--- config.mk ---
export PLATFORM = sky130hd
export DESIGN_NAME = uart_recv
export DESIGN_NICKNAME = d
export VERILOG_FILES = /design/src/rtl/uart_pkg.sv /design/src/rtl/uart_sync2.sv /design/src/rtl/uart_recv.sv
export SDC_FILE = /design/constraint.sdc
export NUM_CORES = 1
export LEC_CHECK = 0
export BUFFER_PORTS_ARGS = -buffer_cell sky130_fd_sc_hd__buf_4
export CORE_UTILIZATION = 56
export CTS_BUF_LIST = sky130_fd_sc_hd__clkbuf_4 sky130_fd_sc_hd__clkbuf_8
export CTS_CLUSTER_DIAMETER = 100
export DETAILED_ROUTE_END_ITERATION = 10
export GPL_TIMING_DRIVEN = 1
export HOLD_SLACK_MARGIN = 0.1
export PLACE_DENSITY = 0.75
export SLEW_MARGIN = 20
export SYNTH_ARGS = -nofsm -noshare
export SYNTH_HDL_FRONTEND = slang
export SYNTH_SLANG_ARGS = --single-unit
--- constraint.sdc ---
create_clock -name clk -period 3.1 [get_ports clk]
set_input_delay 0.31 -clock clk [delete_from_list [all_inputs] [get_ports clk]]
set_output_delay 0.31 -clock clk [all_outputs]
set_load 0.05 [all_outputs]
--- src/rtl/uart_pkg.sv ---
// Shared UART constants and state encoding, used by uart_recv and (after migration) uart_send.
package uart_pkg;

    // 100 MHz / 9600 baud = 10416 clocks per bit
    localparam int CNT_MAX  = 10415;
    localparam int HALF_CNT = (CNT_MAX + 1) / 2 - 1;

    typedef enum logic [2:0] {
        IDLE      = 3'd0,
        START     = 3'd1,
        DATA      = 3'd2,
        STOP      = 3'd3,
        WAIT_HIGH = 3'd4
    } uart_state_t;

endpackage

--- src/rtl/uart_sync2.sv ---
// Two-flop synchroniser for an asynchronous, idle-high input pin.
module uart_sync2 (
    input  logic clk,
    input  logic rst,
    input  logic i_async,
    output logic o_sync
);

    logic r_meta;
    logic r_sync;

    always_ff @(posedge clk or posedge rst) begin
        if (rst) begin
            r_meta <= 1'b1;
            r_sync <= 1'b1;
        end else begin
            r_meta <= i_async;
            r_sync <= r_meta;
        end
    end

    assign o_sync = r_sync;

endmodule

--- src/rtl/uart_recv.sv ---
// UART 8N1 receiver: mid-bit sampling, stop-bit check, one-cycle valid / frame_err pulses.
module uart_recv
    import uart_pkg::*;
#(
    parameter int CNT_MAX  = uart_pkg::CNT_MAX,
    parameter int HALF_CNT = uart_pkg::HALF_CNT
) (
    input  logic       clk,
    input  logic       rst,
    input  logic       din,
    output logic [7:0] data,
    output logic       valid,
    output logic       frame_err,
    output logic       busy
);

    uart_state_t r_state;
    uart_state_t w_next;

    logic        w_din_s;
    logic [15:0] r_baud;
    logic [2:0]  r_bit_cnt;
    logic [7:0]  r_shift;
    logic [7:0]  r_data;
    logic        r_valid;
    logic        r_ferr;
    logic        w_half_hit;
    logic        w_full_hit;
    logic        w_baud_wrap;

    uart_sync2 u_sync (
        .clk     (clk),
        .rst     (rst),
        .i_async (din),
        .o_sync  (w_din_s)
    );

    assign w_half_hit  = (r_baud == 16'(HALF_CNT));
    assign w_full_hit  = (r_baud == 16'(CNT_MAX));
    assign w_baud_wrap = ((r_state == START) && w_half_hit) ||
                         (((r_state == DATA) || (r_state == STOP)) && w_full_hit);

    always_ff @(posedge clk or posedge rst) begin
        if (rst) begin
            r_state <= IDLE;
        end else begin
            r_state <= w_next;
        end
    end

    always_comb begin
        w_next = r_state;
        case (r_state)
            IDLE:      if (!w_din_s) w_next = START;
            // a start bit that is gone by mid-bit is treated as a glitch
            START:     if (w_half_hit) w_next = w_din_s ? IDLE : DATA;
            DATA:      if (w_full_hit && (r_bit_cnt == 3'd7)) w_next = STOP;
            // leaving at mid-stop lets a start edge right after the stop bit be caught
            STOP:      if (w_full_hit) w_next = w_din_s ? IDLE : WAIT_HIGH;
            WAIT_HIGH: if (w_din_s) w_next = IDLE;
            default:   w_next = IDLE;
        endcase
    end

    always_ff @(posedge clk or posedge rst) begin
        if (rst) begin
            r_baud <= 16'd0;
        end else if ((r_state == IDLE) || (r_state == WAIT_HIGH) ||
                     (w_next != r_state) || w_baud_wrap) begin
            r_baud <= 16'd0;
        end else begin
            r_baud <= r_baud + 16'd1;
        end
    end

    always_ff @(posedge clk or posedge rst) begin
        if (rst) begin
            r_bit_cnt <= 3'd0;
            r_shift   <= 8'h00;
            r_data    <= 8'h00;
            r_valid   <= 1'b0;
            r_ferr    <= 1'b0;
        end else begin
            r_valid <= 1'b0;
            r_ferr  <= 1'b0;
            if (r_state == START) begin
                r_bit_cnt <= 3'd0;
            end else if ((r_state == DATA) && w_full_hit) begin
                r_shift[r_bit_cnt] <= w_din_s;
                r_bit_cnt          <= r_bit_cnt + 3'd1;
            end else if ((r_state == STOP) && w_full_hit) begin
                if (w_din_s) begin
                    r_data  <= r_shift;
                    r_valid <= 1'b1;
                end else begin
                    r_ferr <= 1'b1;
                end
            end
        end
    end

    assign data      = r_data;
    assign valid     = r_valid;
    assign frame_err = r_ferr;
    assign busy      = (r_state != IDLE);

endmodule

==> results of run 1 <==
==> through the flow <==
step | cell area (um^2) | std cells | utilization | setup WS (ns)
after floorplan | 2060 | 189 | - | 0.683
after global placement | 2180 | 241 | 0.635 | 0.554
after detailed placement | 2180 | 241 | 0.635 | 0.519
after CTS | 2300 | 249 | 0.668 | 0.511
after global routing | 2300 | 249 | 0.668 | 0.415
final | 2300 | 249 | 0.668 | 0.491
==> metal layers <==
metal | vias to the layer above | track usage | part of all wire
li1 | 718 | - | -
met1 | 757 | 0.321 | 0.46
met2 | 42 | 0.360 | 0.47
met3 | 5 | 0.0620 | 0.050
met4 | 0 | 0.0785 | 0.013
met5 | - | 0 | 0
==> power groups by stage <==
stage / Clock [W] / Sequential, W / Combinational (W)
2_1_floorplan: 0 / 0.000561 / 0.0000105
3_3_place_gp: 0 / 0.000563 / 0.0000144
3_5_place_dp: 0 / 0.000563 / 0.0000153
4_1_cts: 0.000449 / 0.000553 / 0.0000153
5_1_grt: 0.000476 / 0.000553 / 0.0000170
6_report: 0.000444 / 0.000553 / 0.0000144
==> cell usage in the layout (no fill, tap or decap), types with 3 or more instances in the layout <==
master and count:
nor4_1 10, xnor2_1 9, clkbuf_8 5, nand3_1 6
o21ai_0 7, mux2_2 16, nand4_1 4, inv_1 6
ha_1 3, nor2_1 17, or3_1 7, a21oi_1 4
buf_4 14, dfrtp_1 40, nor3_1 6, a32oi_1 4
nand2b_1 3, nand2_1 10
==> worst register-to-register path, stage by stage (launching register included) <==
cell and delay [ns]:
dfrtp_1 0.45, or4_4 0.60, or4_4 0.62, nor4b_1 0.44, mux2_2 0.39
==> worst max-delay path by stage <==
stage	start	to	slack (ns)
global route	r_baud[8]	r_shift[1]	0.41
finish	r_baud[8]	r_shift[1]	0.49
detailed placement	r_baud[8]	r_shift[1]	0.52
floorplan	r_baud[8]	r_shift[0]	0.68
CTS	r_baud[8]	r_shift[1]	0.51
global placement	r_baud[8]	r_shift[1]	0.55
==> kinds of logic (layout without fill, tap and decap cells) <==
kind of cell,Yosys count,after routing,share of synthesized area
simple gates,82,82,0.234
flops,42,42,0.511
compound gates,21,21,0.0722
mux,16,16,0.0874
buf+inv,14,28,0.0303
xor+xnor,11,11,0.0467
fa+ha+maj,3,3,0.0182
==> registers in the layout, indices dropped and copies added, names as in the netlist <==
| name | cells |
|---|---|
| u_sync.r_meta | 1 |
| r_baud | 16 |
| r_shift | 8 |
| frame_err | 1 |
| data | 8 |
| u_sync.o_sync | 1 |
| valid | 1 |
| r_state | 3 |
| r_bit_cnt | 3 |
==> final cells by class <==
class,instances,area share
Multi-Input combinational cell,133,0.412
Sequential cell,42,0.458
Inverter,6,0.00980
Clock buffer,7,0.0365
Tap cell,46,0.0250
Timing Repair Buffer,14,0.0457
Clock inverter,1,0.0131
==> flow_metrics.py, run 1 <==
metrics = {
    "clock_network": {
        "clk_path_buf_depth": 2,
        "htreeDepth": 2,
        "clock_sinks": 42,
        "clkSlewWorstSetupHoldPaths_ns": 0.07,
        "cts_tree": "yes",
        "cts_resized": 0,
        "postCtsHoldBufs": 0,
        "cts_root_buf": "clkbuf_8",
        "cts_setup_buffers": 0,
        "numCtsBuffers": 5,
        "clock_latency_ns": 0.30,
    },
    "power": {
        "sw_frac_of_total": 0.197,
        "p_leak_nw": 0.995,
        "finalPower_w": 0.00101,
        "comb_power_share": 0.014,
        "p_switching_w": 0.000199,
        "ir_drop_mv": 0.312,
        "seqPwrFrac": 0.547,
        "p_int_w": 0.000811,
        "power_density_mw_per_mm2": 440,
        "p_clk_frac": 0.439,
    },
    "setup_path": {
        "reg2reg_from": "r_baud[8]",
        "slowest_delay_ns": 0.62,
        "path_class": "flop to flop",
        "crit_top_cell": "or4_4",
        "cp.buffers_inverters": 0,
        "r2r_slack_ns": 0.49,
        "worstPathRequired_ns": 3.28,
        "crit_arrival_ns": 2.79,
        "critical_path.cell_chain": "or4_4 -> or4_4 -> nor4b_1 -> mux2_2",
        "start_kind": "flop",
        "crit_fanout": 10,
        "cp_slowest_cell": "or4_4",
        "crit_family": "simple AND/OR/NAND/NOR gates",
        "reg2reg_depth": 4,
        "reg2reg_to": "r_shift[1]",
        "crit_path_end_kind": "flop",
        "crit_cells": 4,
    },
    "routing": {
        "route.vias.total": 1522,
        "detail_route.wl_per_cell_um": 16.3,
        "drt_wl_total_um": 4050,
        "final_antenna_net_count": 0,
        "drc": 0,
        "detail_route.first_pass.iterations": 4,
        "drt_iter0_markers": 134,
        "vias_per_cell": 6.11,
    },
    "floorplanning": {
        "coreArea_mm2": 0.00344,
        "start_util": 0.599,
        "die_w_um": 62.7,
        "ios": 14,
        "die_area_mm2": 0.00393,
        "fp-row-count": 21,
        "die_y_um": 62.7,
    },
    "logic_synthesis": {
        "synth_area_leaders": "dfrtp_1 49%, mux2_2 8.7%, xnor2_1 3.8%",
        "yosys-top-cells-count": "40 x dfrtp_1, 17 x nor2_1, 16 x mux2_2",
        "syn_nets": 195,
        "ys_seq_area_frac": 0.511,
        "synth_cell_type_count": 40,
        "async_reset_ff_frac": 1.00,
        "yosysTopAreaCellShare": 0.485,
        "synth-main-ff-cell": "dfrtp_1",
        "synth_largest_area_cell": "dfrtp_1",
        "synth.avg_cell_area_um2": 10.9,
        "yosysWarnings": 0,
        "syn-cell-area_mm2": 0.00206,
        "syn_inst": 189,
        "synth-edff-count": 0,
        "ys_seq_elements": 42,
        "synth.most_common_cell": "dfrtp_1",
    },
    "grt": {
        "grt_antenna_before_repair": 0,
        "grt_overflow": 0,
        "gr-usage-all-layers": 0.234,
        "grt_pass1_wl_um": 7020,
        "grt_pass1_vias": 1463,
        "grt_max_degree": 23,
    },
    "sta": {
        "slew_headroom": 0.470,
        "fin_setup_tns_ns": 0,
        "rsz0062_at_grt": "no",
        "max_freq_ghz": 0.383,
        "clock_skew_ns": 0.00979,
        "hold_slack_ns": 0.121,
        "fin_crit_sh": 0.841,
        "slew_viol_final": 0,
        "tightest_slew_ns": 0.794,
        "setup_viol": 0,
        "finalCriticalPeriod_ns": 2.61,
        "final-hold-violation-count": 0,
    },
    "placement": {
        "io_buffers": 13,
        "routabilityCongestion": 0.902,
        "hpwl_um": 2860,
    },
    "worst_hold_path": {
        "hold_depth": 1,
        "hold_class": "input port to flop",
        "whs_endpoint": "u_sync.r_meta",
        "hold_path.startpoint": "din",
    },
    "outcome": {
        "status": "complete, no violations",
    },
    "cells_and_area": {
        "fillers": 278,
        "nets": 208,
        "final_layout_size_suffix_gt1_frac": 0.232,
        "multi_input_area_um2": 946,
        "area_growth_pct": 11.5,
        "regArea_mm2": 0.00105,
        "antenna_cells": 0,
    },
    "job": {
        "maxCapViolCount": 0,
    },
}
(Power assumes the default switching activity.)
==> run 2: changes to the inputs <==
Settings changed: ABC_AREA from default to 1, PLACE_DENSITY 0.75 to 0.77.
Clock period 3.1 ns to 2.11 ns, I/O delays scaled along.
==> run 2 against run 1 <==
Against the previous run: clock skew fell by 0.0012 ns; sequential share of layout area fell by 2.3 points; clock power rose by 20%; via count rose by 15%; combinational power rose by 78%; clock-buffer cell count fell by 2; global-route usage fell by 0.26 points; synthesized cell count rose by 48%; critical path type unchanged; critical endpoint is now r_baud[5]; largest cell class unchanged; highest routed layer unchanged.
==> flow_metrics.py, run 2 <==
metrics = {
    "outcome": {
        "status": "complete, no violations",
    },
    "logic_synthesis": {
        "yosysTopAreaCellShare": 0.460,
        "yosysWarnings": 0,
        "synth.avg_cell_area_um2": 7.80,
        "syn_inst": 279,
        "ys_seq_area_frac": 0.484,
        "synth_largest_area_cell": "dfrtp_1",
        "yosys-top-cells-count": "85 x nand2_1, 58 x nor2_1, 40 x dfrtp_1",
        "ys_seq_elements": 42,
        "synth-main-ff-cell": "dfrtp_1",
        "synth.most_common_cell": "nand2_1",
        "synth_cell_type_count": 23,
        "syn-cell-area_mm2": 0.00218,
        "syn_nets": 285,
        "async_reset_ff_frac": 1.00,
        "synth_area_leaders": "dfrtp_1 46%, nand2_1 15%, nor2_1 10%",
        "synth-edff-count": 0,
    },
    "setup_path": {
        "slowest_delay_ns": 0.42,
        "path_class": "flop to flop",
        "crit_top_cell": "nand3_2",
        "r2r_slack_ns": 0.24,
        "cp.buffers_inverters": 1,
        "cp_slowest_cell": "dfrtp_1",
        "reg2reg_from": "r_baud[0]",
        "reg2reg_depth": 8,
        "reg2reg_to": "r_baud[5]",
        "critical_path.cell_chain": "ha_1 -> nand3_2 -> nor2_4 -> nand3_2 -> nand2_1 -> inv_2 -> nand2_4 -> nor2_1",
        "crit_arrival_ns": 2.05,
        "worstPathRequired_ns": 2.29,
        "start_kind": "flop",
        "crit_path_end_kind": "flop",
        "crit_fanout": 16,
        "crit_family": "simple AND/OR/NAND/NOR gates",
    },
    "floorplanning": {
        "die_y_um": 64.4,
        "fp-row-count": 22,
        "ios": 14,
        "die_area_mm2": 0.00414,
        "start_util": 0.590,
        "die_w_um": 64.4,
        "coreArea_mm2": 0.00369,
    },
    "placement": {
        "routabilityCongestion": 0.863,
        "io_buffers": 13,
        "hpwl_um": 2930,
        "place_inst": 337,
    },
    "cells_and_area": {
        "final_cell_mix": "85 x nand2_1, 58 x nor2_1, 40 x dfrtp_1",
        "antenna_cells": 0,
        "final_layout_size_suffix_gt1_frac": 0.117,
        "fillers": 321,
        "final_common_cell": "nand2_1",
        "largest_reg_flops": 16,
        "stdcell_count": 347,
        "largest_register": "r_baud",
        "nets": 304,
        "area_growth_pct": 11.0,
        "utilization": 0.655,
    },
    "job": {
        "maxCapViolCount": 0,
    },
    "grt": {
        "grt_pass1_vias": 1698,
        "grt_antenna_before_repair": 0,
        "grt_max_degree": 43,
        "grt_overflow": 0,
        "grt_pass1_wl_um": 7400,
        "gr-usage-all-layers": 0.231,
    },
    "power": {
        "p_leak_nw": 1.18,
        "sw_frac_of_total": 0.230,
        "comb_power_share": 0.019,
        "p_int_w": 0.00105,
        "finalPower_w": 0.00137,
        "ir_drop_mv": 0.434,
        "power_density_mw_per_mm2": 566,
        "p_clk_frac": 0.388,
        "p_switching_w": 0.000315,
        "seqPwrFrac": 0.593,
    },
    "worst_hold_path": {
        "hold_class": "flop to flop",
        "hold_path.startpoint": "u_sync.r_meta",
        "hold_depth": 0,
        "whs_endpoint": "u_sync.o_sync",
    },
    "routing": {
        "final_antenna_net_count": 0,
        "drc": 0,
        "drt_iter0_markers": 105,
        "wl_met1_um": 2060,
        "highest_layer": "met4",
        "met2_length_um": 1780,
        "vias_per_cell": 5.05,
        "detail_route.first_pass.iterations": 4,
        "detail_route.wl_per_cell_um": 11.8,
        "route.vias.total": 1752,
        "drt_wl_total_um": 4090,
        "met3_length_um": 207,
    },
    "sta": {
        "finalCriticalPeriod_ns": 1.87,
        "fin_crit_sh": 0.887,
        "slew_headroom": 0.664,
        "final-hold-violation-count": 0,
        "max_freq_ghz": 0.534,
        "slew_viol_final": 0,
        "rsz0062_at_grt": "no",
        "hold_slack_ns": 0.359,
        "tightest_slew_ns": 0.503,
        "setup_viol": 0,
        "fin_setup_tns_ns": 0,
        "clock_skew_ns": 0.00858,
    },
    "clock_network": {
        "clock_latency_ns": 0.30,
        "clk_path_buf_depth": 2,
        "htreeDepth": 2,
        "cts_tree": "yes",
        "clock_sinks": 42,
        "numCtsBuffers": 5,
        "cts_resized": 0,
        "clkSlewWorstSetupHoldPaths_ns": 0.08,
        "cts_root_buf": "clkbuf_8",
    },
}
run 2: cell types whose count changed in the layout (fill, tap and decap cells not counted), moves of 4 or more:
cell and change:
nand2_1 +75, nor2_1 +41, nand3_1 +20, mux2_2 -16, inv_1 +14, nor4_1 -10, xor2_1 +10, xnor2_1 -8
or3_1 -7, a32oi_1 -4
run 2: per-stage QoR:
| step | setup slack, ns | cell area [um^2] |
|---|---|---|
| 3_5_place_dp | 0.232 | 2300 |
| 3_3_place_gp | 0.333 | 2300 |
| 4_1_cts | 0.227 | 2420 |
| 2_1_floorplan | 0.576 | 2180 |
| 5_1_grt | 0.0430 | 2420 |
| 6_report | 0.238 | 2420 |
run 2: layout make-up:
class	count	area, um^2	area share
clock buffers	5	68.8	0.0285
multi-input cells	209	995	0.411
clock inverters	3	25.0	0.0104
repair buffers	16	125	0.0518
flip-flops and latches	42	1050	0.436
well taps	48	60.1	0.0248
inverters	24	90.1	0.0373
run 2: worst max-delay path by stage:
stage | from | end | slack [ns] | cells after the start
after floorplan | r_baud[0] | r_baud[5] | 0.58 | 9
after global placement | r_baud[0] | r_baud[10] | 0.33 | 8
after detailed placement | r_baud[0] | r_baud[11] | 0.23 | 8
after CTS | r_baud[0] | r_baud[8] | 0.23 | 8
after global routing | r_baud[0] | r_baud[8] | 0.04 | 8
final | r_baud[0] | r_baud[5] | 0.24 | 8
run 2: logic make-up (layout without fill, tap and decap cells):
group,Yosys count,after routing,share of synthesized area
AND/OR/NAND/NOR,183,183,0.363
AO/OA/AOI/OAI,10,10,0.0241
adder cells (fa/ha/maj),3,3,0.0172
flip-flops,42,42,0.484
XOR/XNOR,13,13,0.0523
buffers and inverters,28,48,0.0592
run 2: routing by layer:
metal | GRT usage | up-vias
li1 | - | 907
met1 | 0.337 | 786
met2 | 0.341 | 54
met3 | 0.0518 | 5
met4 | 0.0722 | 0
met5 | 0 | -
run 2: power by group through the flow:
stage                     Combinational (W)  Sequential, W  Clock, W
after floorplan                   0.0000174       0.000824         0
after global placement            0.0000235       0.000828         0
after detailed placement          0.0000244       0.000827         0
after CTS                         0.0000273       0.000811  0.000552
after global routing              0.0000306       0.000812  0.000580
final                             0.0000257       0.000811  0.000531
run 2: what timing repair did:
item                                   CTS  global route
buffers inserted                         0             0
hold buffers                             2             0
endpoints found under the hold margin   41             0
